--- config.mk ---
export PLATFORM = sky130hd
export DESIGN_NAME = reset_sequencer
export DESIGN_NICKNAME = d
export VERILOG_FILES = /design/src/rtl/reset_seq_pkg.sv /design/src/rtl/reset_sequencer_sync_bit.sv /design/src/rtl/reset_sequencer.sv
export SDC_FILE = /design/constraint.sdc
export NUM_CORES = 1
export LEC_CHECK = 0
export CORE_ASPECT_RATIO = 1.1
export CORE_UTILIZATION = 60
export DETAILED_ROUTE_END_ITERATION = 8
export PLACE_DENSITY = 0.8
export SETUP_SLACK_MARGIN = 0.1
export SLEW_MARGIN = 20
export SYNTH_ARGS = -nofsm -noshare
export SYNTH_HDL_FRONTEND = slang
export SYNTH_SLANG_ARGS = --single-unit
--- constraint.sdc ---
create_clock -name clk -period 4.4 [get_ports clk]
set_input_delay 0.88 -clock clk [delete_from_list [all_inputs] [get_ports clk]]
set_output_delay 0.88 -clock clk [all_outputs]
set_load 0.1 [all_outputs]
--- src/rtl/reset_seq_pkg.sv ---
// Shared definitions for the reset sequencer.
//   STATE_W : width of the debug state output
//   state_e : sequencer FSM states (encoding is visible on the state port)
package reset_seq_pkg;

    localparam int STATE_W = 2;

    typedef enum logic [STATE_W-1:0] {
        ST_HOLD    = 2'd0,
        ST_COUNT   = 2'd1,
        ST_RELEASE = 2'd2,
        ST_RUN     = 2'd3
    } state_e;

endpackage

--- src/rtl/reset_sequencer_sync_bit.sv ---
// Single-bit multi-flop synchroniser with a selectable reset value.
//   clk     : destination clock
//   reset_n : asynchronous active-low reset, loads RST_VAL into every stage
//   d       : asynchronous input
//   q       : synchronised output (last stage)
module sync_bit #(
    parameter int   STAGES  = 2,
    parameter logic RST_VAL = 1'b0
) (
    input  logic clk,
    input  logic reset_n,
    input  logic d,
    output logic q
);

    logic [STAGES-1:0] sync_q;
    logic [STAGES-1:0] sync_d;

    always_comb begin
        sync_d = {sync_q[STAGES-2:0], d};
    end

    always_ff @(posedge clk or negedge reset_n) begin
        if (!reset_n) begin
            sync_q <= {STAGES{RST_VAL}};
        end else begin
            sync_q <= sync_d;
        end
    end

    assign q = sync_q[STAGES-1];

endmodule

--- src/rtl/reset_sequencer.sv ---
// Reset sequencer: merges the reset button, clock-generator lock flags and a
// software request into one reset cause, holds every domain in reset until the
// cause has been clear for HOLD_CYCLES, then releases domains in index order
// STAGGER cycles apart.
//   clk           : system clock
//   reset_n       : asynchronous active-low reset of the sequencer itself
//   reset_in      : asynchronous active-high external reset button
//   locked        : asynchronous clock-generator lock flags (1 = locked)
//   sw_reset      : synchronous single-cycle software reset request
//   lock_lost_clr : synchronous pulse clearing lock_lost
//   rst_out       : registered active-high domain resets, bit 0 released first
//   ready         : registered, high once every domain is released
//   lock_lost     : sticky flag, a lock dropped while running
//   state         : FSM state for debug
module reset_sequencer
    import reset_seq_pkg::*;
#(
    parameter int NUM_LOCKS   = 2,
    parameter int NUM_DOMAINS = 3,
    parameter int HOLD_CYCLES = 16777215,
    parameter int STAGGER     = 16,
    parameter int SYNC_STAGES = 2
) (
    input  logic                   clk,
    input  logic                   reset_n,
    input  logic                   reset_in,
    input  logic [NUM_LOCKS-1:0]   locked,
    input  logic                   sw_reset,
    input  logic                   lock_lost_clr,
    output logic [NUM_DOMAINS-1:0] rst_out,
    output logic                   ready,
    output logic                   lock_lost,
    output logic [STATE_W-1:0]     state
);

    localparam int HOLD_W = $clog2(HOLD_CYCLES + 1);
    localparam int STAG_W = (STAGGER > 1) ? $clog2(STAGGER) : 1;
    localparam int IDX_W  = (NUM_DOMAINS > 1) ? $clog2(NUM_DOMAINS) : 1;

    localparam logic [HOLD_W-1:0] HOLD_LAST = HOLD_W'(HOLD_CYCLES - 1);
    localparam logic [STAG_W-1:0] STAG_LAST = STAG_W'(STAGGER - 1);
    localparam logic [IDX_W-1:0]  IDX_LAST  = IDX_W'(NUM_DOMAINS - 1);
    localparam logic [IDX_W-1:0]  IDX_FIRST = IDX_W'(1);

    // Synchronisers: the button resets to "pressed" and the locks to
    // "unlocked", so the sequencer cannot start counting until real input
    // values have propagated through every stage.
    logic                 reset_s;
    logic [NUM_LOCKS-1:0] locked_s;

    sync_bit #(.STAGES(SYNC_STAGES), .RST_VAL(1'b1)) u_sync_reset (
        .clk     (clk),
        .reset_n (reset_n),
        .d       (reset_in),
        .q       (reset_s)
    );

    for (genvar i = 0; i < NUM_LOCKS; i++) begin : g_lock_sync
        sync_bit #(.STAGES(SYNC_STAGES), .RST_VAL(1'b0)) u_sync_lock (
            .clk     (clk),
            .reset_n (reset_n),
            .d       (locked[i]),
            .q       (locked_s[i])
        );
    end

    logic lock_drop;
    logic cause;

    assign lock_drop = ~&locked_s;
    assign cause     = reset_s | lock_drop | sw_reset;

    state_e                 state_q, state_d;
    logic [NUM_DOMAINS-1:0] rst_out_q, rst_out_d;
    logic                   ready_q, ready_d;
    logic                   lock_lost_q, lock_lost_d;
    logic [HOLD_W-1:0]      hold_cnt_q, hold_cnt_d;
    logic [STAG_W-1:0]      stag_cnt_q, stag_cnt_d;
    logic [IDX_W-1:0]       idx_q, idx_d;

    always_comb begin
        state_d     = state_q;
        rst_out_d   = rst_out_q;
        ready_d     = ready_q;
        hold_cnt_d  = hold_cnt_q;
        stag_cnt_d  = stag_cnt_q;
        idx_d       = idx_q;
        lock_lost_d = lock_lost_q;

        // Clear first so a simultaneous set overrides it.
        if (lock_lost_clr) begin
            lock_lost_d = 1'b0;
        end
        if (state_q == ST_RUN && lock_drop) begin
            lock_lost_d = 1'b1;
        end

        if (cause) begin
            // Any cause restarts the whole sequence from HOLD.
            state_d    = ST_HOLD;
            rst_out_d  = '1;
            ready_d    = 1'b0;
            hold_cnt_d = '0;
            stag_cnt_d = '0;
            idx_d      = IDX_FIRST;
        end else begin
            unique case (state_q)
                ST_HOLD: begin
                    state_d    = ST_COUNT;
                    hold_cnt_d = '0;
                end
                ST_COUNT: begin
                    if (hold_cnt_q == HOLD_LAST) begin
                        rst_out_d[0] = 1'b0;
                        stag_cnt_d   = '0;
                        idx_d        = IDX_FIRST;
                        if (NUM_DOMAINS == 1) begin
                            state_d = ST_RUN;
                            ready_d = 1'b1;
                        end else begin
                            state_d = ST_RELEASE;
                        end
                    end else begin
                        hold_cnt_d = hold_cnt_q + HOLD_W'(1);
                    end
                end
                ST_RELEASE: begin
                    if (stag_cnt_q == STAG_LAST) begin
                        rst_out_d[idx_q] = 1'b0;
                        stag_cnt_d       = '0;
                        if (idx_q == IDX_LAST) begin
                            state_d = ST_RUN;
                            ready_d = 1'b1;
                        end else begin
                            idx_d = idx_q + IDX_W'(1);
                        end
                    end else begin
                        stag_cnt_d = stag_cnt_q + STAG_W'(1);
                    end
                end
                ST_RUN: begin
                    rst_out_d = '0;
                    ready_d   = 1'b1;
                end
                default: begin
                    state_d = ST_HOLD;
                end
            endcase
        end
    end

    always_ff @(posedge clk or negedge reset_n) begin
        if (!reset_n) begin
            state_q     <= ST_HOLD;
            rst_out_q   <= '1;
            ready_q     <= 1'b0;
            lock_lost_q <= 1'b0;
            hold_cnt_q  <= '0;
            stag_cnt_q  <= '0;
            idx_q       <= IDX_FIRST;
        end else begin
            state_q     <= state_d;
            rst_out_q   <= rst_out_d;
            ready_q     <= ready_d;
            lock_lost_q <= lock_lost_d;
            hold_cnt_q  <= hold_cnt_d;
            stag_cnt_q  <= stag_cnt_d;
            idx_q       <= idx_d;
        end
    end

    assign rst_out   = rst_out_q;
    assign ready     = ready_q;
    assign lock_lost = lock_lost_q;
    assign state     = state_q;

endmodule

==> results.md <==
- F_max: 0.349 GHz
- Die height: 68.6 um
- Final worst-path cycle share: 0.651
- WP depth: 6
- Fin. max-slew vios: 0
- Post-Place Setup Slack: 1.27 ns
- Cell family with most CP delay: simple AND/OR/NAND/NOR gates
- Hold_buf cts: 0
- Switch Pwr: 0.154 mW
- Mapped Avg Cell Area: 9.38 um^2
- Number of flops mapped to enable cells by yosys: 0
- Post-DP Area: 2590 um^2
- Fraction of layout instances using a drive strength above 1: 0.110
- CTS sink count: 43
- Via count: 2048
- Syn nets: 275
- Setup CP Type: in2reg
- Post-CTS setup buffers: 0
- TritonCTS clock tree: done
- CP max-delay cell: nor4_1
- Area growth, synth to finish: 11.2%
- Post-synth top cells: dfrtp_1, a21oi_1, o21ai_0, nand2_1, nor2_1
- Pwr Total: 0.704 mW
- First-pass iteration count of the detailed router: 4
- Final nets: 289
- Sw frac: 0.218
- I/O Pins: 14
- DP HPWL: 3.63 mm
- Pin count of the biggest net entering global routing: 44
- Vias per inst: 6.34
- Setup TNS: 0 ns
- Initial antenna violation count: 0
- Min-Delay Path Class: reg2reg
- Drt total wl: 5.15 mm
- Crit. End Element: flip-flop
- Die Area: 4290 um^2
- Synth async-reset ratio: 1.00
- Worst-Margin Slew: 0.972 ns
- Top cells by area, synth: dfrtp_1, dfstp_2, a21oi_1
- Routability cong.: 0.886
- Crit-path max FO: 11
- Max Root-Sink Buffers: 2
- Status: completed
- Overflow after GRT: 0
- Residual DRC count: 0
- Cts repair resizes: 0
- Combinational fraction of design power: 0.035
- CP startpoint kind: input port
- Data arrival, critical path: 3.02 ns
- P_leak: 1.03 nW
- DR iter-0 viols: 151
- Initial Util: 0.647
- CTS clk-pin slew, worst paths: 0.08 ns
- Core Box Area: 3740 um^2
- Reg2Reg Depth: 7
- Syn Inst Count: 258
- CP Data Required Time: 4.56 ns
- Die X: 62.6 um
- PortBufs: 13
- Syn. warnings: 0
- Worst path cell trace: clkdlybuf4s50_1, nand4bb_1, nor4_1, a2111oi_0, xnor2_1, nor2_1
- Cell row count: 23
- Worst hold stages: 0
- Setup ws final: 1.54 ns
- Crit path buffers/inverters: 1
- Gr usage total: 0.265
- Synth unique cells: 49
- Vias in the first global route: 1807
- Slowest stage delay, CP: 0.73 ns
- Routed WL per cell: 15.9 um
- Post-Layout Inst Area: 2690 um^2
- Int Pwr: 0.550 mW
- Top cell type's share of synthesized area: 0.383
- Tmin final: 2.86 ns
- Pwr dens: 262 nW/um^2
- Rel. slew slack: 0.350
- Worst skew pair latency: 0.30 ns
- Mapped cell area: 2420 um^2
- Cts bufs inserted: 5
- Layout Skew: 0.0113 ns
- Primary FF master, synth: dfrtp_1
- VDD IR max: 0.000223 V
- CTS root buf: clkbuf_8
- Sequential power share: 0.569
- Worst reg-to-reg setup slack: 2.07 ns
- Clock power share: 0.396
- Diode count: 0
- Register bit total from synthesis: 43
- Final Setup Violations: 0
- Sequential share of the synthesized area: 0.448
- RSZ-0062 raised after global routing: no
- Max-capacitance violation count: 0
- Antenna Nets Post-Route: 0
- Leading area contributor after synthesis: dfrtp_1
- Most common cell in the netlist: dfrtp_1
- CTS H-tree depth: 2
- First-pass GRT wire length: 8.65 mm
- Final hold vios: 0
[final timing paths]
check	startpoint	to
worst min register to register	g_lock_sync[0].u_sync_lock.sync_q[0]	g_lock_sync[0].u_sync_lock.sync_q[1]
worst min-delay path	g_lock_sync[0].u_sync_lock.sync_q[0]	g_lock_sync[0].u_sync_lock.sync_q[1]
min in group asynchronous	reset_n	idx_q[1]
worst max-delay path	sw_reset	hold_cnt_q[21]
max in group asynchronous	reset_n	hold_cnt_q[17]
worst max register to register	hold_cnt_q[0]	state[1]
[kinds of logic after synthesis]
logic type	after synthesis	share of synthesized area
and+or+nand+nor	104	0.251
AOI/OAI and AO/OA	74	0.187
DFF	43	0.448
buffers and inverters	19	0.0305
adders and majority gates	10	0.0517
xor gates and xnor gates	4	0.0145
muxes	4	0.0176
[registers in the layout, summed over array words and instances, names as in the netlist]
register	count
g_lock_sync.u_sync_lock.sync_q	4
hold_cnt_q	24
idx_q	2
lock_lost	1
ready	1
rst_out	3
stag_cnt_q	4
state	2
u_sync_reset.sync_q	2
[cell usage in the layout (no fill, tap or decap), types with 6 or more instances in the layout]
cell type        Yosys  routed
o21ai_0             23      23
dfstp_2              6       6
nand2_1             22      22
inv_1               12      12
clkbuf_8             0       7
nand3_1             15      15
a21oi_1             25      25
dfrtp_1             37      37
or4_1                6       6
ha_1                10      10
nor2_1              16      16
or3_1               10      10
nand4_1              8       8
clkdlybuf4s50_1      0      12
[cell type report]
type | count | area (um^2)
sequential | 43 | 1080
fill | 309 | 1050
tap | 50 | 62.6
timing repair buffer | 14 | 133
inverter | 12 | 45.0
clock buffer | 7 | 96.3
clock inverter | 1 | 7.51
multi-input combinational | 196 | 1260
[metal layers]
layer	GRT usage	up-vias	wire (um)
met5	0	-	0
met4	0.0814	0	62
met3	0.0510	5	189
met2	0.433	62	2400
met1	0.360	996	2500
li1	-	985	-
[power by group through the flow]
stage / Sequential [mW] / Combinational (mW) / Clock, mW
after floorplan: 0.410 / 0.00807 / 0
after global placement: 0.408 / 0.0250 / 0
after global routing: 0.401 / 0.0279 / 0.301
after detailed placement: 0.408 / 0.0253 / 0
final: 0.400 / 0.0248 / 0.278
after CTS: 0.400 / 0.0253 / 0.285
[worst register-to-register path, stage by stage (launching register included)]
cell and delay, ns:
dfrtp_1 0.43, inv_1 0.07, ha_1 0.17, nand3_1 0.15, nor4_1 0.79, a21oi_1 0.28, o21ai_0 0.21, o21ai_0 0.10
[per-stage QoR]
step	util	hold slack [ns]	cells
2_1_floorplan	-	0.331	258
6_report	0.719	0.353	323
4_1_cts	0.719	0.356	323
3_5_place_dp	0.691	0.337	315
3_3_place_gp	0.691	0.332	315
5_1_grt	0.719	0.361	323
(Power assumes the default switching activity.)
